## config.mk

```make
export PLATFORM = sky130hd
export DESIGN_NAME = pc_sequencer
export DESIGN_NICKNAME = d
export VERILOG_FILES = /design/src/rtl/pc_sequencer.sv
export SDC_FILE = /design/constraint.sdc
export NUM_CORES = 1
export LEC_CHECK = 0
export BUFFER_PORTS_ARGS = -buffer_cell sky130_fd_sc_hd__buf_4
export CAP_MARGIN = 10
export CORE_MARGIN = 2
export CORE_UTILIZATION = 46
export CTS_CLUSTER_DIAMETER = 150
export DETAILED_ROUTE_END_ITERATION = 10
export PLACE_DENSITY = 0.78
export SYNTH_ARGS = -nofsm -noshare
export SYNTH_HDL_FRONTEND = slang
export SYNTH_SLANG_ARGS = --single-unit
```

## constraint.sdc

```tcl
create_clock -name clk_i -period 1.95 [get_ports clk_i]
set_input_delay 0.2925 -clock clk_i [delete_from_list [all_inputs] [get_ports clk_i]]
set_output_delay 0.2925 -clock clk_i [all_outputs]
set_load 0.02 [all_outputs]
```

## src/rtl/pc_sequencer.sv

```systemverilog
// Program-counter sequencer: sequential fetch, jump/beq redirect, stall, halt and a run-cycle counter.
// Optional macro PC_JUMP_FLUSH_EN inserts one FLUSH bubble after every taken redirect.
module pc_sequencer #(
    parameter int IA_WIDTH  = 8,
    parameter int CNT_WIDTH = 16
) (
    input  logic                 clk_i,
    input  logic                 reset_i,
    input  logic                 start_i,
    input  logic                 stall_i,
    input  logic                 halt_i,
    input  logic                 jump_en_i,
    input  logic                 beq_i,
    input  logic                 zero_i,
    input  logic [IA_WIDTH-1:0]  jump_dest_i,
    output logic [IA_WIDTH-1:0]  pc_o,
    output logic                 fetch_valid_o,
    output logic                 flush_o,
    output logic                 busy_o,
    output logic                 done_o,
    output logic [CNT_WIDTH-1:0] cycle_cnt_o
);

    typedef enum logic [1:0] {S_IDLE, S_RUN, S_FLUSH, S_DONE} state_t;

    state_t               state_q, state_d;
    logic [IA_WIDTH-1:0]  pc_q, pc_d;
    logic [CNT_WIDTH-1:0] cnt_q, cnt_d;
    logic                 fv_q, fv_d;
    logic                 flush_q, flush_d;
    logic                 busy_q, busy_d;
    logic                 done_q, done_d;
    logic                 redirect;

    assign redirect = jump_en_i | (beq_i & zero_i);

    always_ff @(posedge clk_i) begin
        if (reset_i) begin
            state_q <= S_IDLE;
            pc_q    <= '0;
            cnt_q   <= '0;
            fv_q    <= 1'b0;
            flush_q <= 1'b0;
            busy_q  <= 1'b0;
            done_q  <= 1'b0;
        end else begin
            state_q <= state_d;
            pc_q    <= pc_d;
            cnt_q   <= cnt_d;
            fv_q    <= fv_d;
            flush_q <= flush_d;
            busy_q  <= busy_d;
            done_q  <= done_d;
        end
    end

    // busy_q mirrors "state is RUN or FLUSH", so it gates the counter directly
    always_comb begin
        state_d = state_q;
        pc_d    = pc_q;
        cnt_d   = cnt_q;
        if (busy_q && !(&cnt_q))
            cnt_d = cnt_q + CNT_WIDTH'(1);
        case (state_q)
            S_IDLE, S_DONE: begin
                if (start_i) begin
                    state_d = S_RUN;
                    pc_d    = '0;
                    cnt_d   = '0;
                end
            end
            S_RUN: begin
                if (stall_i) begin
                    state_d = S_RUN;
                end else if (halt_i) begin
                    state_d = S_DONE;
                end else if (redirect) begin
                    pc_d = jump_dest_i;
`ifdef PC_JUMP_FLUSH_EN
                    state_d = S_FLUSH;
`endif
                end else begin
                    pc_d = pc_q + IA_WIDTH'(1);
                end
            end
`ifdef PC_JUMP_FLUSH_EN
            S_FLUSH: state_d = S_RUN;
`endif
            default: state_d = S_IDLE;
        endcase
    end

    // Outputs are decoded from the next state and registered alongside it
    always_comb begin
        fv_d    = (state_d == S_RUN);
`ifdef PC_JUMP_FLUSH_EN
        flush_d = (state_d == S_FLUSH);
        busy_d  = (state_d == S_RUN) || (state_d == S_FLUSH);
`else
        flush_d = 1'b0;
        busy_d  = (state_d == S_RUN);
`endif
        done_d  = (state_d == S_DONE);
    end

    assign pc_o          = pc_q;
    assign fetch_valid_o = fv_q;
    assign flush_o       = flush_q;
    assign busy_o        = busy_q;
    assign done_o        = done_q;
    assign cycle_cnt_o   = cnt_q;

endmodule

```

* Yosys cells after proc, flatten, opt, wreduce, memory -nomap -nowiden
Index checks and enable logic that the tools add are counted.
Cells by class: bitwise logic cells 2, equal/unequal tests 7, reduce and logical (&&, ||, !) cells 7, muxes and demuxes 12, add/sub/neg operators 2
Operators with widths (number):
- 16-bit 2-to-1 mux | 3
- 8-bit 2-to-1 mux | 4
- 16-bit by 1-bit adder with 16-bit output (second input constant) | 1
- 8-bit one-hot mux with 2 select lines | 1
- 16-bit AND reduction | 1
- 8-bit by 1-bit adder with 8-bit output (second input constant) | 1
- 2-bit 2-to-1 mux | 3
- 2-bit inequality test (second input constant) | 3
- 2-bit by 1-bit equality test with 1-bit output (second input constant) | 2
- 2-bit equality test (second input constant) | 2
- 2-bit one-hot mux with 2 select lines | 1
- 4-bit AND reduction | 1
- 2-bit zero test | 1
- 2-bit nonzero test | 1
- 2-bit OR reduction | 1
- 1-bit bitwise AND | 1
- 1-bit logical AND | 1
- 1-bit zero test | 1
- 1-bit OR | 1
Word-level totals: output and inout port bits 28, register bits after elaboration 28

* Logic depth before layout (Yosys ltp)
Gate-level depths: netlist (run 1).
word-level depth 6, mapped depth 7, depth with buffers taken out 6

* Least setup slack after synthesis (run 1)
No wires, ideal clock.
path kind reg2reg, from register state_q[0], to register pc_q[4], in the netlist pc_o[4], clock period less this slack 1.979 ns, data arrival time 1.909 ns, slack -0.029 ns, cell stages (with the launch flop) 8, setup time 0.070 ns, buffers on the path 1, path through dfxtp_1 -> inv_1 -> ha_1 -> nor2b_1 -> or4_1 -> clkbuf_1 -> o32ai_1 -> o2bb2ai_1
On the way: longest elaborated chain between the ends 4, elaborated cells between the ends (all ways) 10
Ends and longest elaborated chain:
- start: declaration | line 26 | state_t state_q, state_d;
- start signal: assignment | line 47 | state_q <= state_d;
- 2-bit equality test / 2-bit zero test (equally long branches) | line 64 | case (state_q)
- 2-bit OR reduction | line 64
- 2-bit inequality test (no source line) / 2-bit nonzero test (equally long branches)
- 4-bit AND reduction (no source line)
- end signal: assignment | line 48 | pc_q <= pc_d;
- end: declaration | line 27 | logic [IA_WIDTH-1:0] pc_q, pc_d;
Parallel ways exist; a longest one is shown, timed or not. A chain may end at the register's enable or synchronous reset.

* Final worst setup path (run 1)
from register state_q[0], to register pc_q[3], in the netlist pc_o[3]
The elaborated chain is that of the path after synthesis.

==> results.toml, run 1 <==
[place]
dp_hpwl_mm = 2.76
port_buffers = 42
dp_slack_ps = 102
gp_congestion = 0.820

[worst_setup_path]
max_stage_delay_ps = 510
crit_required_ps = 2220
r2r-end = "pc_o[3]"
criticalPathCategory = "flop to flop"
worstPathCellList = "inv_1 -> ha_4 -> nor2b_1 -> or4_1 -> buf_4 -> o22ai_1 -> o2bb2ai_1"
cp-start-kind = "flop"
reg2reg_slack_ps = 100
worstReg2RegStart = "state_q[0]"
slowest_stage = "or4_1"
critPathMaxFanout = 7
rr_worst_depth = 7
cp-startpoint = "state_q[0]"
cp-endpoint = "pc_o[3]"
arrival_ps = 2130
setup.worst_path.end_class = "flop"

[power]
p_leak_nw = 0.793
irDropWorstVdd_mv = 0.549
power.density_mw_per_mm2 = 569

[grt]
track_usage_pct = 20.7
grt_pass1_vias = 1430
grt_max_degree = 22
overflow = 0
grt_pass1_wl_mm = 6.15
antenna_found_initial = 0

[sta]
max_freq_ghz = 0.540
hold-worst-slack_ps = 220
min_period_ps = 1850
final.period_utilization_pct = 95.0
hold_viol = 0
layout_setup_ws_ps = 97.0
skew_ps = 6.43
finalMaxSlewViolations = 0
finalSetupViolCount = 0

[finish]
nNetsFinal = 261
drive_gt1_share_pct = 28.9
area_growth_syn_to_layout_pct = 30.9
nFillCells = 296
final_core_util_pct = 61.6
antenna_cells = 0

[routing]
drt_first_pass_iters = 4
ant_nets = 0
wl_per_cell_um = 12.8
drc = 0
finalWirelength_mm = 3.64
via_per_inst = 5.75
drtIter0Drc = 65
vias = 1639

[logic_synthesis]
netlist.area_leader.share_pct = 36.3
synth_edf_count = 0
seq_area_frac_synth_pct = 36.3
synth_area_leaders = "dfxtp_1 36%, a21oi_1 5.5%, nand2_1 4.4%"
syn_area_mm2 = 0.00155
post-synth-top-count-cell = "dfxtp_1"
synth_common_cells = "28 x dfxtp_1, 18 x nand2_1, 17 x a21oi_1"
syn-num-nets = 213
syn-mean-instance-area_um2 = 8.05
ys_warn_count = 0
syn_inst = 192
ys_types = 44
ys_ff_latch = 28
ys_dominant_reg_cell = "dfxtp_1"
async_flop_share_pct = 0
synth_top_area_cell = "dfxtp_1"

[clocking]
clockBufferDepth = 2
cts_setup_buffers = 0
clkTransAtPathRegs_ps = 150
cts_tree = "yes"
cts_root_buf = "clkbuf_4"
cts-htree-levels = 1
clock-sinks = 28
ctsResizeCount = 0
cts_buffers = 3
clock_latency_ps = 330
hold_buffers = 0

[floorplan]
fp.dieW_um = 62.0
io-pin-count = 44
die_area_mm2 = 0.00384
start_util_pct = 47.0
core_area_mm2 = 0.00328
die_y_um = 62.0
num_rows = 21

[run_status]
status = "completed"

[hold_path]
min_path_type = "primary input to flop"

[job]
drv_cap = 0
## how the worst min path moves through the flow
| stage | start | endpoint | slack (ps) | depth (start not counted) |
|---|---|---|---|---|
| after CTS | reset_i | pc_o[1] | 210 | 2 |
| after floorplan | jump_dest_i[4] | pc_o[4] | 460 | 2 |
| after global routing | reset_i | pc_o[1] | 230 | 2 |
| after detailed placement | cycle_cnt_o[14] | cycle_cnt_o[14] | 480 | 1 |
| after global placement | pc_o[1] | pc_o[1] | 490 | 2 |
| final | jump_dest_i[3] | pc_o[3] | 220 | 3 |
## worst max-delay path, delay by kind of cell, from the launching register on
| kind | cells | cell delay, ps |
|---|---|---|
| and+or+nand+nor | 2 | 650 |
| DFF | 1 | 390 |
| buffers and inverters | 2 | 260 |
| adders and majority gates | 1 | 260 |
| AOI/OAI and AO/OA | 2 | 240 |
## final cells by class
cell class	instances	area, µm²	area share, %
multi-input cells	144	927	45.9
flip-flops and latches	28	562	27.8
repair buffers	54	405	20.0
well taps	46	57.6	2.85
clock buffers	4	36.3	1.79
inverters	9	33.8	1.67
## through the flow
step | instances | setup TNS [ps] | area (µm²) | power (mW)
floorplan | 192 | 0 | 1560 | 0.775
global placement | 281 | 0 | 1970 | 0.866
detailed placement | 281 | 0 | 1970 | 0.870
CTS | 285 | 0 | 2010 | 1.15
global route | 285 | -4.52 | 2020 | 1.20
finish | 285 | 0 | 2020 | 1.15
## kinds of logic after synthesis
group	Yosys count	synth area share, %
AND/OR/NAND/NOR	77	27.9
multiplexers	1	0.729
other	1	0.243
buffers and inverters	20	5.59
flip-flops	28	36.3
AO/OA/AOI/OAI	60	25.2
adder cells (fa/ha/maj)	5	4.05
## registers in the layout, indices dropped and copies added, names as in the netlist
name / cells
cycle_cnt_o: 16
pc_o: 8
busy_o: 1
done_o: 1
state_q: 2
## layout by cell type (no fill, tap or decap), drive strengths merged, types with 2 or more instances in the layout
cell type,count
buf,54
dfxtp,28
nand2,18
a21oi,17
o21ai,12
or4,10
inv,9
nand3,9
nor2,8
nand4,7
or3,6
a31oi,5
o32ai,5
ha,5
o31ai,4
and3,4
nor3,4
clkbuf,4
nand2b,3
o211ai,3
o31a,3
a21o,2
o2bb2ai,2
nor4,2
and4,2
## per-layer routing
metal  global-route usage, %  vias to the layer above  wire, µm
li1                        -                      827         -
met1                    26.9                      761      1650
met2                    35.9                       47      1770
met3                    3.73                        4       181
met4                    4.56                        0        36
met5                       0                        -         0
## power breakdown
part           total (mW)  switching (mW)  internal, mW
logic               0.253           0.135         0.118
clock network       0.287           0.173         0.114
registers           0.610          0.0207         0.590
Note: power is estimated with default switching activity, not from simulation.
==> inputs of run 2 (changes only) <==
Settings changed: ABC_AREA set to 1, CORE_UTILIZATION 46 to 47.
==> results.toml, run 2 <==
[run_status]
status = "completed"

[routing]
drc = 0
drt_first_pass_iters = 4
wl_per_cell_um = 10.0
via_per_inst = 4.67
drtIter0Drc = 117
finalWirelength_mm = 3.65
vias = 1694
ant_nets = 0

[logic_synthesis]
ys_ff_latch = 28
syn-mean-instance-area_um2 = 6.19
syn_inst = 274
syn_area_mm2 = 0.00170
synth_edf_count = 0
netlist.area_leader.share_pct = 33.1
synth_area_leaders = "dfxtp_1 33%, nand2_1 18%, nor2_1 12%"
ys_warn_count = 0
ys_types = 27
ys_dominant_reg_cell = "dfxtp_1"
synth_common_cells = "83 x nand2_1, 52 x nor2_1, 38 x inv_1"
seq_area_frac_synth_pct = 33.1
syn-num-nets = 295
post-synth-top-count-cell = "nand2_1"
async_flop_share_pct = 0
synth_top_area_cell = "dfxtp_1"

[sta]
relSlewSlack_pct = 60.1
final.period_utilization_pct = 89.7
finalSetupViolCount = 0
min_period_ps = 1750
finalMaxSlewViolations = 0
worst_pin_slew_ps = 597
fin_tns_setup_ps = 0
max_freq_ghz = 0.572
rsz0062_at_grt = "no"
skew_ps = 1.57
hold_viol = 0

[clocking]
cts_buffers = 3
clockBufferDepth = 2
cts_tree = "yes"
clkTransAtPathRegs_ps = 150
clock_latency_ps = 330
ctsResizeCount = 0
cts_setup_buffers = 0
hold_buffers = 0
cts_root_buf = "clkbuf_4"
cts-htree-levels = 1
clock-sinks = 28

[power]
p_int_mw = 0.887
swShare_pct = 27.3
p_sw_mw = 0.333
power.density_mw_per_mm2 = 581
combPwrFrac_pct = 18.8
p_leak_nw = 0.995
irDropWorstVdd_mv = 0.431
clkPwrFrac_pct = 31.3
p_seq_share_pct = 49.9

[worst_setup_path]
critPathMaxFanout = 8
crit_required_ps = 2220
reg2reg_slack_ps = 200
arrival_ps = 2020
cp-start-kind = "flop"
setup.worst_path.end_class = "flop"
criticalPathCategory = "flop to flop"

[grt]
grt_pass1_wl_mm = 6.46
grt_pass1_vias = 1568
grt_util_met1_pct = 23.5
grt_use_met2_pct = 33.7
track_usage_pct = 19.1
grt_max_degree = 18
met3_usage_pct = 4.23
overflow = 0
antenna_found_initial = 0
busiest_layer = "met2"

[floorplan]
die_area_mm2 = 0.00410
num_rows = 21
core_area_mm2 = 0.00339
fp.dieW_um = 64.1
start_util_pct = 50.0
die_y_um = 64.1
io-pin-count = 44

[finish]
fin_cells = 363
nNetsFinal = 339
drive_gt1_share_pct = 19.9
largest_register_ff_count = 16
final_common_cell = "nand2_1"
final_cell_mix = "83 x nand2_1, 52 x nor2_1, 45 x buf_4, 38 x inv_1, 28 x dfxtp_1"
area_growth_syn_to_layout_pct = 23.9
antenna_cells = 0

[hold_path]
min_path_type = "primary input to flop"

[place]
gp_congestion = 0.864
dp_hpwl_mm = 2.85
port_buffers = 42
dpl.cell_count = 358

[job]
drv_cap = 0
## run 2: changes by cell type in the layout (fill, tap and decap cells not counted), moves of 5 or more
cell	delta
a21oi_1	-5
a31oi_1	-5
buf_4	-9
inv_1	+29
nand2_1	+65
nand3_1	+7
nor2_1	+44
or3_1	-5
or4_1	-9
## run 2: final cells by class
class	instances	area (µm²)
Timing Repair Buffer	45	338
Fill cell	312	1290
Tap cell	46	57.6
Inverter	39	151
Clock buffer	3	22.5
Multi-Input combinational cell	201	941
Sequential cell	28	561
Clock inverter	1	30.0
## run 2: worst paths after layout
| path | from | endpoint | depth (start not counted) |
|---|---|---|---|
| worst max-delay path | state_q[0] | pc_o[1] | 7 |
| worst min-delay path | reset_i | pc_o[6] | 2 |
| worst max register to register | state_q[0] | pc_o[1] | 7 |
| worst min register to register | pc_o[7] | pc_o[7] | 2 |
## run 2: stage by stage
step	setup WS [ps]	hold WS [ps]	instance area, µm²	power (mW)	utilization, %
floorplan	339	487	1700	0.779	-
global placement	315	488	2040	0.845	60.2
detailed placement	225	489	2040	0.847	60.2
CTS	206	185	2090	1.23	61.8
global route	28.1	179	2100	1.29	62.0
finish	202	193	2100	1.22	62.0
## run 2: power by group through the flow
stage / logic, mW / registers, mW / clock network [mW]
after floorplan: 0.146 / 0.633 / 0
after detailed placement: 0.226 / 0.621 / 0
after CTS: 0.227 / 0.609 / 0.393
after global placement: 0.224 / 0.621 / 0
final: 0.229 / 0.609 / 0.382
after global routing: 0.255 / 0.613 / 0.417
## run 2: logic make-up after synthesis
family                     count (synthesis)  share of synthesized area [%]
and+or+nand+nor                          170                           43.2
buffers and inverters                     45                           11.4
DFF                                       28                           33.1
AOI/OAI and AO/OA                         22                           6.86
adders and majority gates                  5                           3.69
xor gates and xnor gates                   3                           1.55
other                                      1                          0.221
## run 2: metal layers
metal | wire length [µm] | vias up
met5 | 0 | -
met4 | 42 | 0
met3 | 183 | 4
met2 | 1750 | 44
met1 | 1670 | 727
li1 | - | 919
## run 2: critical path, stage by stage (launching register included)
cell	delay, ps
dfxtp_1	380
inv_1	60
ha_1	310
inv_1	80
or2_2	300
o211ai_1	280
nand2_1	100
a21oi_1	170
==> inputs of run 3 (changes only) <==
Settings changed: CORE_ASPECT_RATIO set to 0.6.
==> results.toml, run 3 (synthesis results as in run 2) <==
[finish]
drive_gt1_share_pct = 19.1
nNetsFinal = 337
final_cell_mix = "83 x nand2_1, 52 x nor2_1, 43 x buf_4, 38 x inv_1, 28 x dfxtp_1"
nFillCells = 334
area_growth_syn_to_layout_pct = 22.3
antenna_cells = 0
final_core_util_pct = 62.0
multi_input_area_um2 = 941
regArea_um2 = 561
fin_cells = 359
final_common_cell = "nand2_1"
largest_register_ff_count = 16

[floorplan]
core_area_mm2 = 0.00334
die_y_um = 50.5
start_util_pct = 50.7
io-pin-count = 44
die_area_mm2 = 0.00412
num_rows = 16
fp.dieW_um = 81.5

[routing]
drtIter0Drc = 44
ant_nets = 0
vias = 1685
wl_per_cell_um = 9.93
drc = 0
finalWirelength_mm = 3.56
drt_first_pass_iters = 4
via_per_inst = 4.69

[clocking]
hold_buffers = 0
cts_buffers = 3
clock-sinks = 28
cts-htree-levels = 1
ctsResizeCount = 0
cts_tree = "yes"
cts_setup_buffers = 0
clock_latency_ps = 270
clkTransAtPathRegs_ps = 90
clockBufferDepth = 2
cts_root_buf = "clkbuf_8"

[worst_setup_path]
worstPathCellList = "inv_1 -> ha_1 -> inv_1 -> or2_2 -> o211ai_1 -> nand2_1 -> a21oi_1"
rr_worst_depth = 7
criticalPathCategory = "flop to flop"
cp_common_cell = "inv_1"
r2r-end = "pc_o[1]"
reg2reg_slack_ps = 170
arrival_ps = 1990
cp-start-kind = "flop"
cp-startpoint = "state_q[0]"
critPathMaxFanout = 8
worstReg2RegStart = "state_q[0]"
slowest_stage = "dfxtp_1"
cp-endpoint = "pc_o[1]"
crit_required_ps = 2160
setup.worst_path.end_class = "flop"
max_stage_delay_ps = 370

[sta]
skew_ps = 1.93
min_period_ps = 1780
finalMaxSlewViolations = 0
rsz0062_at_grt = "no"
hold_viol = 0
fin_tns_setup_ps = 0
finalSetupViolCount = 0
final.period_utilization_pct = 91.4
max_freq_ghz = 0.561
relSlewSlack_pct = 56.4
layout_setup_ws_ps = 169
worst_pin_slew_ps = 651

[place]
dp_hpwl_mm = 2.86
dp_slack_ps = 185
port_buffers = 42
gp_congestion = 0.835
dpl.cell_count = 356

[power]
p_leak_nw = 0.980
finalPower_mw = 1.14
power.density_mw_per_mm2 = 550
irDropWorstVdd_mv = 0.448

[grt]
grt_max_degree = 18
antenna_found_initial = 0
grt_pass1_vias = 1447
track_usage_pct = 18.9
grt_pass1_wl_mm = 6.03
overflow = 0

[hold_path]
min_path_type = "primary input to flop"

[job]
drv_cap = 0

[run_status]
status = "completed"
run 3: cell types whose count changed in the layout (fill, tap and decap cells not counted), sizes merged:
cell | previous run | this run
buf | 45 | 43
bufinv | 1 | 0
run 3: through the flow:
step,hold WS [ps],cell area (µm²)
after floorplan,487,1700
final,276,2070
after global routing,265,2070
after detailed placement,496,2030
after CTS,258,2070
after global placement,485,2030
run 3: area by class of cell:
cell class	count	area share, %
clock buffers	3	1.99
inverters	39	7.30
repair buffers	43	15.6
multi-input cells	201	45.4
flip-flops and latches	28	27.0
well taps	45	2.72
run 3: per-layer routing:
metal / GRT usage (%) / share of wire (%) / up-vias / wire length (µm)
met2: 29.8 / 41 / 30 / 1460
met4: 3.67 / 0.53 / 0 / 19
met3: 5.04 / 5.4 / 5 / 191
met5: 0 / 0 / - / 0
met1: 26.1 / 53 / 735 / 1890
li1: - / - / 915 / -
run 3: worst max-delay path, delay by kind of cell, from the launching register on:
family | cells | cell delay [ps]
flops | 1 | 370
simple gates | 2 | 430
compound gates | 2 | 470
buf+inv | 2 | 140
fa+ha+maj | 1 | 320
run 3: worst min path at each step:
stage,from,slack (ps),end,cells past startpoint
6_report,reset_i,280,pc_o[2],2
5_1_grt,reset_i,260,pc_o[5],2
4_1_cts,reset_i,260,pc_o[6],2
3_5_place_dp,pc_o[3],500,pc_o[3],2
3_3_place_gp,pc_o[7],480,pc_o[7],2
2_1_floorplan,reset_i,490,state_q[0],3
run 3: where the power goes:
part	switching [mW]	internal, mW
Clock	0.168	0.139
Sequential	0.0194	0.589
Combinational	0.140	0.0857
Total	0.328	0.813
